===== src/rtl/clk_div_pkg.sv =====
// Shared types and helpers for the multi-channel clock divider.
package clk_div_pkg;

    localparam int DIV_W_DEF = 16;

    typedef logic [DIV_W_DEF-1:0] div_t;

    typedef enum logic {
        CH_IDLE = 1'b0,
        CH_RUN  = 1'b1
    } ch_state_t;

    // Length of the high phase: odd divisors get the extra cycle high.
    function automatic div_t hi_len(input div_t d);
        logic [DIV_W_DEF:0] sum;
        sum = {1'b0, d} + (DIV_W_DEF+1)'(1);
        return sum[DIV_W_DEF:1];
    endfunction

endpackage


===== src/rtl/clk_div_chan.sv =====
// One divider channel: phase counter, shadow divisor with boundary apply, registered outputs.
//   state   | meaning
//   CH_IDLE | channel disabled, counter parked at 0, outputs low
//   CH_RUN  | channel enabled, counting 0..div_run-1 (halted while div_run==0)
module clk_div_chan
    import clk_div_pkg::*;
#(
    parameter int DIV_W       = DIV_W_DEF,
    parameter int DEFAULT_DIV = 2
) (
    input  logic             clk_in,
    input  logic             rst_n,
    input  logic             en,
    input  logic             ld,
    input  logic [DIV_W-1:0] ld_div,
    output logic             clk_out,
    output logic             tick,
    output logic             upd_pending
);

    ch_state_t        state, state_nxt;
    logic [DIV_W-1:0] cnt, cnt_nxt;
    logic [DIV_W-1:0] div_run, div_run_nxt;
    logic [DIV_W-1:0] div_shadow, div_shadow_nxt;
    logic             pending, pending_nxt;
    logic             running, wrap, apply, live;
    logic             tick_nxt, clk_nxt;
    logic [DIV_W:0]   hi_sum;

    always_comb begin
        state_nxt      = state;
        cnt_nxt        = cnt;
        div_run_nxt    = div_run;
        div_shadow_nxt = div_shadow;
        pending_nxt    = pending;

        running = (state == CH_RUN) && (div_run != '0);
        wrap    = running && (cnt == div_run - DIV_W'(1));
        // Applying when idle or halted is safe: no period is in flight.
        apply   = (pending && wrap) || (state == CH_IDLE) || (div_run == '0);

        if (apply) begin
            div_run_nxt = div_shadow;
            pending_nxt = 1'b0;
        end
        // A write on an apply edge lands in the shadow for the next boundary.
        if (ld) begin
            div_shadow_nxt = ld_div;
            pending_nxt    = 1'b1;
        end

        case (state)
            CH_IDLE: begin
                cnt_nxt = '0;
                if (en) state_nxt = CH_RUN;
            end
            CH_RUN: begin
                if (!en) begin
                    state_nxt = CH_IDLE;
                    cnt_nxt   = '0;
                end else if (!running || wrap) begin
                    cnt_nxt = '0;
                end else begin
                    cnt_nxt = cnt + DIV_W'(1);
                end
            end
            default: begin
                state_nxt = CH_IDLE;
                cnt_nxt   = '0;
            end
        endcase

        hi_sum   = {1'b0, div_run_nxt} + (DIV_W+1)'(1);
        live     = (state_nxt == CH_RUN) && (div_run_nxt != '0);
        tick_nxt = live && (cnt_nxt == '0);
        clk_nxt  = live && (cnt_nxt < hi_sum[DIV_W:1]);
    end

    always_ff @(posedge clk_in) begin
        if (!rst_n) begin
            state       <= CH_IDLE;
            cnt         <= '0;
            div_run     <= DIV_W'(DEFAULT_DIV);
            div_shadow  <= DIV_W'(DEFAULT_DIV);
            pending     <= 1'b0;
            clk_out     <= 1'b0;
            tick        <= 1'b0;
            upd_pending <= 1'b0;
        end else begin
            state       <= state_nxt;
            cnt         <= cnt_nxt;
            div_run     <= div_run_nxt;
            div_shadow  <= div_shadow_nxt;
            pending     <= pending_nxt;
            clk_out     <= clk_nxt;
            tick        <= tick_nxt;
            upd_pending <= pending_nxt;
        end
    end

endmodule


===== src/rtl/clk_div_multi.sv =====
// Multi-channel programmable clock divider: write decode plus one clk_div_chan per channel.
module clk_div_multi
    import clk_div_pkg::*;
#(
    parameter int NUM_CH      = 2,
    parameter int DIV_W       = DIV_W_DEF,
    parameter int DEFAULT_DIV = 2,
    localparam int CH_W       = (NUM_CH > 1) ? $clog2(NUM_CH) : 1
) (
    input  logic              clk_in,
    input  logic              rst_n,
    input  logic [NUM_CH-1:0] ch_en,
    input  logic              wr_en,
    input  logic [CH_W-1:0]   wr_ch,
    input  logic [DIV_W-1:0]  wr_div,
    output logic [NUM_CH-1:0] clk_out,
    output logic [NUM_CH-1:0] tick,
    output logic [NUM_CH-1:0] upd_pending
);

    logic [NUM_CH-1:0] ld;

    // Out-of-range channel numbers match no index and are dropped.
    for (genvar g = 0; g < NUM_CH; g++) begin : g_ch
        assign ld[g] = wr_en && (wr_ch == CH_W'(g));

        clk_div_chan #(
            .DIV_W       (DIV_W),
            .DEFAULT_DIV (DEFAULT_DIV)
        ) u_chan (
            .clk_in      (clk_in),
            .rst_n       (rst_n),
            .en          (ch_en[g]),
            .ld          (ld[g]),
            .ld_div      (wr_div),
            .clk_out     (clk_out[g]),
            .tick        (tick[g]),
            .upd_pending (upd_pending[g])
        );
    end

endmodule

===== config.mk =====
export PLATFORM = sky130hd
export DESIGN_NAME = clk_div_multi
export DESIGN_NICKNAME = d
export VERILOG_FILES = /design/src/rtl/clk_div_pkg.sv /design/src/rtl/clk_div_chan.sv /design/src/rtl/clk_div_multi.sv
export SDC_FILE = /design/constraint.sdc
export NUM_CORES = 1
export LEC_CHECK = 0
export CORE_MARGIN = 2
export CORE_UTILIZATION = 40
export CTS_BUF_LIST = sky130_fd_sc_hd__clkbuf_4 sky130_fd_sc_hd__clkbuf_8
export CTS_CLUSTER_DIAMETER = 80
export DETAILED_ROUTE_END_ITERATION = 10
export GPL_ROUTABILITY_DRIVEN = 0
export REMOVE_ABC_BUFFERS = 1
export SYNTH_ARGS = -nofsm -noshare
export SYNTH_HDL_FRONTEND = slang
export SYNTH_SLANG_ARGS = --single-unit

===== constraint.sdc =====
create_clock -name clk_in -period 8.6 [get_ports clk_in]
set_clock_uncertainty 0.1 [all_clocks]
set_input_delay 2.58 -clock clk_in [delete_from_list [all_inputs] [get_ports clk_in]]
set_output_delay 2.58 -clock clk_in [all_outputs]
set_load 0.03 [all_outputs]

==> results_dict.tcl, run 1 <==
set metrics [dict create \
    wl_per_cell_microns 16.0 \
    fmax_mhz 163 \
    cts_buffers 9 \
    antenna_found_initial 0 \
    combinationalPowerShare_pct 17.0 \
    crit_slowest_cell "or4b_1" \
    syn2layout_area_growth_pct 6.09 \
    layoutNonFillerInstCount 1257 \
    power_frac_seq_pct 50.6 \
    ys_types 67 \
    post_dp_cell_area_sq_mm 0.00799 \
    overflow 0 \
    ant_nets 0 \
    fp.dieH_microns 143 \
    use_met3_pct 3.89 \
    yosysWarnings 0 \
    gr-usage-all-layers_pct 20.4 \
    use_met1_pct 30.4 \
    setup_slack_ns 2.47 \
    syn-instance-count 1030 \
    max-vdd-ir-drop_uv 114 \
    gr-usage-met2_pct 30.0 \
    yosys-top-cells-area "dfxtp_1 27%, xnor2_1 7.8%, nand2_1 6.5%" \
    grt_pass1_wl_microns 33300 \
    maxCapViolations 0 \
    power.density_mw_per_mm2 126 \
    portBuffers 27 \
    switching_power_w 0.000321 \
    startpoint_type "flop" \
    hold_path.class "flop to flop" \
    cts_root_buf "clkbuf_8" \
    rsz0062_at_grt "no" \
    slew_headroom_pct 17.4 \
    clock_latency_ns 0.40 \
    setup.worst_path.class "flop to flop" \
    synthFlopType "dfxtp_1" \
    diodes 0 \
    cts_buffer_depth 2 \
    p_int_w 0.000714 \
    ios 28 \
    setup_viol 0 \
    ys_async_sr_fraction_pct 0 \
    cp.arrival_ns 6.31 \
    slowest_delay_ns 0.61 \
    h-tree-depth 3 \
    syn-mean-instance-area_sq_um 7.50 \
    fin_setup_tns_ns 0 \
    nNetsFinal 1052 \
    fin_crit_ns 6.13 \
    fin_area_sq_mm 0.00819 \
    synth_edf_count 0 \
    wirelength_microns 20200 \
    netSwitchingFraction_pct 31.0 \
    syn_area_sq_mm 0.00772 \
    grt_start_max_net_pins 47 \
    dp.cells 1241 \
    cts_sinks 104 \
    clock_power_share_pct 32.4 \
    cts_tree "yes" \
    drv_slew 0 \
    synth_top_area_share_pct 27.0 \
    initial_core_util_pct 41.0 \
    postCtsHoldBufs 0 \
    status "finished clean" \
    min_period_over_period_pct 71.3 \
    finalHoldViolations 0 \
    drtIter0Drc 500 \
    place_ws_ns 2.52 \
    nFillCells 1949 \
    dieArea_sq_mm 0.0204 \
    grt_pass1_vias 6325 \
    cts_setup_buffers 0 \
    final_layout_size_suffix_gt1_share_pct 3.91 \
    coreArea_sq_mm 0.0188 \
    rows 50 \
    clk_pin_slew_ns 0.10 \
    ys_seq_area_share_pct 27.0 \
    ys_ff_latch 104 \
    yosysTopAreaCell "dfxtp_1" \
    vias 6762 \
    die_w_microns 143 \
    tightest_slew_ns 1.23 \
    avgViaCountPerCell 5.38 \
    cp-end-kind "flop" \
    worstPathRequired_ns 8.78 \
    drc 0 \
    busiest_layer "met1" \
    fin_util_pct 43.5 \
    firstDrtPassIters 5 \
    leakage_nw 3.08 \
    dp_hpwl_microns 15400 \
    ctsResizeCount 0 \
    critical_path_peak_fanout 34 \
]
==> cell usage after synthesis (all sizes together) (3+ instances only) <==
master   count
or3         11
o31ai        5
and4         5
o21a         5
or2          7
and3        25
xnor2       69
nand2b       6
ha          38
mux2         3
o211ai       7
inv         34
nor2       119
buf         32
or4          6
xor2        46
a211o        3
nand3       54
a21oi       59
nor4        18
a2111oi      3
mux2i       43
nand2      134
nand3b       5
o21ai       26
a31oi        9
nor3        31
a21o         9
nand4       27
nor2b        5
and2         4
dfxtp      104
clkbuf      50
==> path summary, 6_finish.rpt <==
check / from / end / slack (ns) / cells after the start
setup / recovery: g_ch[0].u_chan.div_run[0]$_SDFF_PN0_ / g_ch[0].u_chan.clk_out$_SDFF_PN0_ / 2.47 / 25
hold reg to reg: g_ch[1].u_chan.div_shadow[2]$_SDFFE_PN0P_ / g_ch[1].u_chan.div_shadow[2]$_SDFFE_PN0P_ / 0.42 / 2
setup reg to reg: g_ch[0].u_chan.div_run[0]$_SDFF_PN0_ / g_ch[0].u_chan.clk_out$_SDFF_PN0_ / 2.47 / 25
hold / removal: g_ch[1].u_chan.div_shadow[2]$_SDFFE_PN0P_ / g_ch[1].u_chan.div_shadow[2]$_SDFFE_PN0P_ / 0.42 / 2
==> layer usage <==
metal	vias to the layer above	part of all wire, %
met5	-	0
met2	133	42
met1	3115	52
li1	3486	-
met4	0	1.7
met3	28	4.0
==> flip-flops by register name (all words and copies together), names as in the netlist <==
name / cells
g_ch.u_chan.state: 2
g_ch.u_chan.tick: 2
g_ch.u_chan.clk_out: 2
g_ch.u_chan.div_shadow: 32
g_ch.u_chan.cnt: 32
g_ch.u_chan.upd_pending: 2
g_ch.u_chan.div_run: 32
==> cell families after synthesis <==
group / count (synthesis) / share of synthesized area (%)
simple gates: 464 / 29.0
buf+inv: 116 / 6.67
compound gates: 147 / 12.1
mux: 46 / 6.01
xor+xnor: 115 / 13.0
fa+ha+maj: 38 / 6.16
flops: 104 / 27.0
==> cells in the final DEF, fill, tap and decap left out, types with 6 or more instances in the layout <==
master,Yosys,layout
a31oi_1,9,9
nor3_1,30,30
or3_1,11,11
buf_4,10,6
o211ai_1,6,6
xnor2_1,69,69
a21oi_1,59,58
dfxtp_1,104,104
nand4_1,27,27
inv_1,34,34
nor4_1,16,16
mux2i_1,43,43
clkdlybuf4s50_1,0,27
nand3_1,53,53
nand2b_1,6,6
xor2_1,46,46
a21o_1,9,9
nor2_1,119,119
o21ai_0,24,24
and3_1,25,25
nand2_1,134,134
ha_1,38,38
clkbuf_8,0,9
==> power groups by stage <==
stage	Clock [W]	Sequential, W	Combinational (W)
3_5_place_dp	0	0.000534	0.000174
5_1_grt	0.000363	0.000527	0.000195
6_report	0.000336	0.000523	0.000176
2_1_floorplan	0	0.000529	0.000118
3_3_place_gp	0	0.000534	0.000174
4_1_cts	0.000345	0.000523	0.000175
==> through the flow <==
step	total power, W	hold slack, ns
floorplan	0.000646	0.354
global placement	0.000708	0.385
detailed placement	0.000708	0.396
CTS	0.00104	0.410
global route	0.00108	0.455
finish	0.00104	0.419
==> final cells by class <==
class	instances	area, sq um	share of cell area, %
repair buffers	33	315	3.85
well taps	260	325	3.97
inverters	34	128	1.56
multi-input cells	810	5140	62.7
clock buffers	10	131	1.60
clock inverters	6	75.1	0.916
flip-flops and latches	104	2080	25.4
==> critical path: cells and delay by family, from the launching register on <==
kind / cells / cell delay (ns)
and+or+nand+nor: 11 / 2.63
adders and majority gates: 3 / 0.85
AOI/OAI and AO/OA: 6 / 0.76
muxes: 2 / 0.58
DFF: 1 / 0.55
buffers and inverters: 2 / 0.41
xor gates and xnor gates: 1 / 0.15
(Power assumes the default switching activity.)
==> run 2: changes to the inputs <==
- clock period: 8.6 -> 6.2 ns (I/O delays scaled with it)
==> results_dict.tcl, run 2 (synthesized netlist as in run 1, its figures left out) <==
set metrics [dict create \
    startpoint_type "flop" \
    crit_chain "or4_1 > nor3_1 > xnor2_1 > nand3_1 > or4b_1 > or4_4 > nand3_1 > o21ai_0 > ha_1 > inv_1 > nand3_1 > a211o_1 > nand2_1 > nor3_1 > ha_1 > a211oi_1 > a2111o_1 > a21oi_1 > a2111oi_0 > o21a_1 > o31ai_1 > nor3_1" \
    rows 50 \
    cts_buffers 9 \
    vias 6862 \
    h-tree-depth 3 \
    clock_latency_ns 0.41 \
    cts_buffer_depth 2 \
    slowest_delay_ns 0.66 \
    hold_slack_ns 0.417 \
    grt_pass1_vias 6214 \
    top_layer "met4" \
    status "finished clean" \
    firstDrtPassIters 5 \
    final_layout_size_suffix_gt1_share_pct 5.06 \
    critical_path_peak_fanout 8 \
    ios 28 \
    final_cell_mix "134 x nand2_1, 117 x nor2_1, 104 x dfxtp_1" \
    antenna_found_initial 0 \
    fp.dieH_microns 143 \
    wl_per_cell_microns 16.3 \
    met2_length_microns 8570 \
    diodes 0 \
    tightest_slew_ns 1.21 \
    syn2layout_area_growth_pct 7.14 \
    setup.worst_path.class "flop to flop" \
    fin_crit_ns 5.74 \
    cts_root_buf "clkbuf_8" \
    max-vdd-ir-drop_uv 99.2 \
    fin_util_pct 43.9 \
    cp-end-kind "flop" \
    clk_pin_slew_ns 0.13 \
    final_common_cell "nand2_1" \
    min_period_over_period_pct 92.5 \
    postCtsHoldBufs 0 \
    nNetsFinal 1062 \
    grt_start_max_net_pins 47 \
    drc 0 \
    avgViaCountPerCell 5.42 \
    power.density_mw_per_mm2 172 \
    crit_slowest_cell "or4_1" \
    portBuffers 27 \
    wirelength_microns 20600 \
    layout_top_registers "g_ch.u_chan.cnt (32), g_ch.u_chan.div_run (32), g_ch.u_chan.div_shadow (32)" \
    cts_tree "yes" \
    finalHoldViolations 0 \
    overflow 0 \
    drv_slew 0 \
    nFillCells 1928 \
    drtIter0Drc 548 \
    gr-usage-all-layers_pct 21.0 \
    fin_area_sq_mm 0.00828 \
    leakage_nw 3.13 \
    routed-wl-met3_microns 1230 \
    ctsResizeCount 0 \
    rsz0062_at_grt "no" \
    coreArea_sq_mm 0.0188 \
    die_w_microns 143 \
    ant_nets 0 \
    setup_viol 0 \
    post_dp_cell_area_sq_mm 0.00806 \
    cts_sinks 104 \
    cts_setup_buffers 0 \
    met1_length_microns 10500 \
    dp_hpwl_microns 15800 \
    maxCapViolations 0 \
    cp.arrival_ns 5.97 \
    slew_headroom_pct 19.3 \
    dp.cells 1251 \
    initial_core_util_pct 41.0 \
    worstPathRequired_ns 6.44 \
    grt_pass1_wl_microns 33800 \
    dieArea_sq_mm 0.0204 \
    layoutNonFillerInstCount 1267 \
    hold_path.class "flop to flop" \
    fmax_mhz 174 \
    power_w 0.00143 \
]
[run 2: cell count changes in the layout (fill, tap and decap cells not counted), sizes merged]
cell | before | now
clkbuf | 10 | 9
buf | 6 | 16
bufinv | 1 | 0
inv | 37 | 38
clkinv | 2 | 3
[run 2: power breakdown]
group | switching [W] | internal (W)
sequential | 0.0000352 | 0.000688
combinational | 0.000144 | 0.000106
clock | 0.000291 | 0.000162
total | 0.000470 | 0.000957
[run 2: worst paths after layout]
check                                            startpoint                                   endpoint  slack, ns  depth (start not counted)
setup / recovery       g_ch[0].u_chan.div_run[4]$_SDFF_PN0_          g_ch[0].u_chan.clk_out$_SDFF_PN0_       0.46                         22
hold / removal    g_ch[1].u_chan.div_shadow[4]$_SDFFE_PN0P_  g_ch[1].u_chan.div_shadow[4]$_SDFFE_PN0P_       0.42                          2
setup reg to reg       g_ch[0].u_chan.div_run[4]$_SDFF_PN0_          g_ch[0].u_chan.clk_out$_SDFF_PN0_       0.46                         22
hold reg to reg   g_ch[1].u_chan.div_shadow[4]$_SDFFE_PN0P_  g_ch[1].u_chan.div_shadow[4]$_SDFFE_PN0P_       0.42                          2
[run 2: final cells by class]
| class | instances | area [sq um] | area share [%] |
|---|---|---|---|
| timing repair buffer | 43 | 390 | 4.72 |
| clock buffer | 9 | 124 | 1.50 |
| tap | 260 | 325 | 3.93 |
| sequential | 104 | 2080 | 25.2 |
| clock inverter | 7 | 83.8 | 1.01 |
| multi-input combinational | 810 | 5140 | 62.1 |
| inverter | 34 | 128 | 1.54 |
[run 2: per-stage QoR]
step / setup TNS [ns] / setup slack, ns
finish: 0 / 0.463
global route: 0 / 0.0202
CTS: 0 / 0.423
detailed placement: 0 / 0.453
global placement: 0 / 0.550
floorplan: -0.833 / -0.833
[run 2: worst max-delay path: cells and delay by family, from the launching register on]
family / cells / cell delay [ns]
buf+inv: 1 / 0.18
xor+xnor: 1 / 0.15
compound gates: 8 / 1.54
flops: 1 / 0.43
simple gates: 10 / 2.79
fa+ha+maj: 2 / 0.45
[run 2: routing by layer]
layer | track usage [%] | vias to the layer above
li1 | - | 3506
met1 | 32.3 | 3138
met2 | 30.5 | 197
met3 | 2.68 | 21
met4 | 5.37 | 0
met5 | 0 | -
==> run 3: changes to the inputs <==
- GPL_ROUTABILITY_DRIVEN: 0 -> 1
==> results_dict.tcl, run 3 (synthesized netlist as in run 1, its figures left out) <==
set metrics [dict create \
    crit_slowest_cell "a2111oi_0" \
    fin_util_pct 44.0 \
    cts_sinks 104 \
    power.density_mw_per_mm2 171 \
    r2r_cells 20 \
    slew_headroom_pct 19.1 \
    nNetsFinal 1065 \
    cts_tree "yes" \
    syn2layout_area_growth_pct 7.24 \
    hold_path_depth 2 \
    status "finished clean" \
    grt_pass1_wl_microns 34000 \
    power_w 0.00141 \
    cts_root_buf "clkbuf_8" \
    seq_area_sq_mm 0.00208 \
    grt_start_max_net_pins 47 \
    place.gp.congestion 0.911 \
    startpoint_type "flop" \
    finalHoldViolations 0 \
    drtIter0Drc 404 \
    h-tree-depth 3 \
    fp.dieH_microns 143 \
    final_common_cell "nand2_1" \
    vias 6915 \
    antenna_found_initial 0 \
    nFillCells 1976 \
    clk_pin_slew_ns 0.11 \
    cts_buffers 9 \
    critical_path_peak_fanout 10 \
    ios 28 \
    ant_nets 0 \
    setup.worst_path.class "flop to flop" \
    clock_latency_ns 0.40 \
    final_layout_size_suffix_gt1_share_pct 5.45 \
    final_cell_mix "134 x nand2_1, 116 x nor2_1, 104 x dfxtp_1" \
    multiInputGateArea_sq_mm 0.00515 \
    maxCapViolations 0 \
    wirelength_microns 20600 \
    max-vdd-ir-drop_uv 121 \
    rows 50 \
    grt_pass1_vias 6369 \
    layout_top_registers "g_ch.u_chan.cnt (32), g_ch.u_chan.div_run (32), g_ch.u_chan.div_shadow (32)" \
    cp.arrival_ns 5.91 \
    postCtsHoldBufs 0 \
    ctsResizeCount 0 \
    crit_top_cell "ha_1" \
    drv_slew 0 \
    cp-end-kind "flop" \
    wl_per_cell_microns 16.3 \
    setup_viol 0 \
    worstPathRequired_ns 6.40 \
    firstDrtPassIters 5 \
    cts_setup_buffers 0 \
    crit_chain "inv_1 > ha_1 > or4_1 > a211o_1 > a311oi_1 > and4b_1 > nor3_1 > a21oi_1 > inv_1 > ha_1 > buf_4 > nand2_1 > mux2i_1 > o221ai_1 > ha_1 > a2111oi_0 > nor2_1 > a2111oi_0 > o21ai_0 > nor4_1" \
    hold_path.class "flop to flop" \
    drc 0 \
    die_w_microns 143 \
    diodes 0 \
    avgViaCountPerCell 5.44 \
    portBuffers 27 \
    fin_crit_ns 5.71 \
    dieArea_sq_mm 0.0204 \
    slowest_delay_ns 0.62 \
    overflow 0 \
    leakage_nw 3.14 \
    gr-usage-all-layers_pct 21.0 \
    fmax_mhz 175 \
    initial_core_util_pct 41.0 \
    min_period_over_period_pct 92.0 \
    cts_buffer_depth 2 \
    coreArea_sq_mm 0.0188 \
    fin_setup_tns_ns 0 \
    dp_hpwl_microns 15900 \
    tightest_slew_ns 1.21 \
]
==> run 3: where the power goes <==
part | total, W | switching (W) | internal, W
Combinational | 0.000253 | 0.000145 | 0.000108
Clock | 0.000438 | 0.000276 | 0.000162
Sequential | 0.000722 | 0.0000338 | 0.000688
Total | 0.00141 | 0.000455 | 0.000958
==> run 3: per-stage QoR <==
stage	instance area (sq um)	hold WS, ns	std cells	worst slack (ns)
finish	8280	0.409	1270	0.495
global route	8280	0.438	1270	-0.00533
CTS	8270	0.410	1270	0.443
detailed placement	8090	0.389	1254	0.477
global placement	8090	0.384	1254	0.578
floorplan	7340	0.354	948	-0.833
==> run 3: final timing paths <==
path                                        startpoint                                   endpoint  slack (ns)
max reg2reg       g_ch[1].u_chan.div_run[1]$_SDFF_PN1_          g_ch[1].u_chan.clk_out$_SDFF_PN0_        0.49
min          g_ch[1].u_chan.div_shadow[4]$_SDFFE_PN0P_  g_ch[1].u_chan.div_shadow[4]$_SDFFE_PN0P_        0.41
max               g_ch[1].u_chan.div_run[1]$_SDFF_PN1_          g_ch[1].u_chan.clk_out$_SDFF_PN0_        0.49
min reg2reg  g_ch[1].u_chan.div_shadow[4]$_SDFFE_PN0P_  g_ch[1].u_chan.div_shadow[4]$_SDFFE_PN0P_        0.41
==> run 3: layer usage <==
metal / global-route usage [%] / vias up / wire length, microns
li1: - / 3504 / -
met3: 3.82 / 9 / 1100
met1: 31.5 / 3244 / 10600
met4: 3.60 / 0 / 131
met5: 0 / - / 0
met2: 31.6 / 158 / 8830
==> run 3: area by class of cell <==
cell class	instances	area share [%]
sequential	104	25.1
inverter	34	1.54
timing repair buffer	46	4.98
clock inverter	6	0.695
tap	260	3.93
clock buffer	10	1.59
multi-input combinational	810	62.1
==> run 3: worst max-delay path, delay by kind of cell, from the launching register on <==
kind                       cells  cell delay [ns]
AOI/OAI and AO/OA              7             2.30
and+or+nand+nor                6             1.43
adders and majority gates      3             0.78
DFF                            1             0.53
buffers and inverters          3             0.38
muxes                          1             0.07
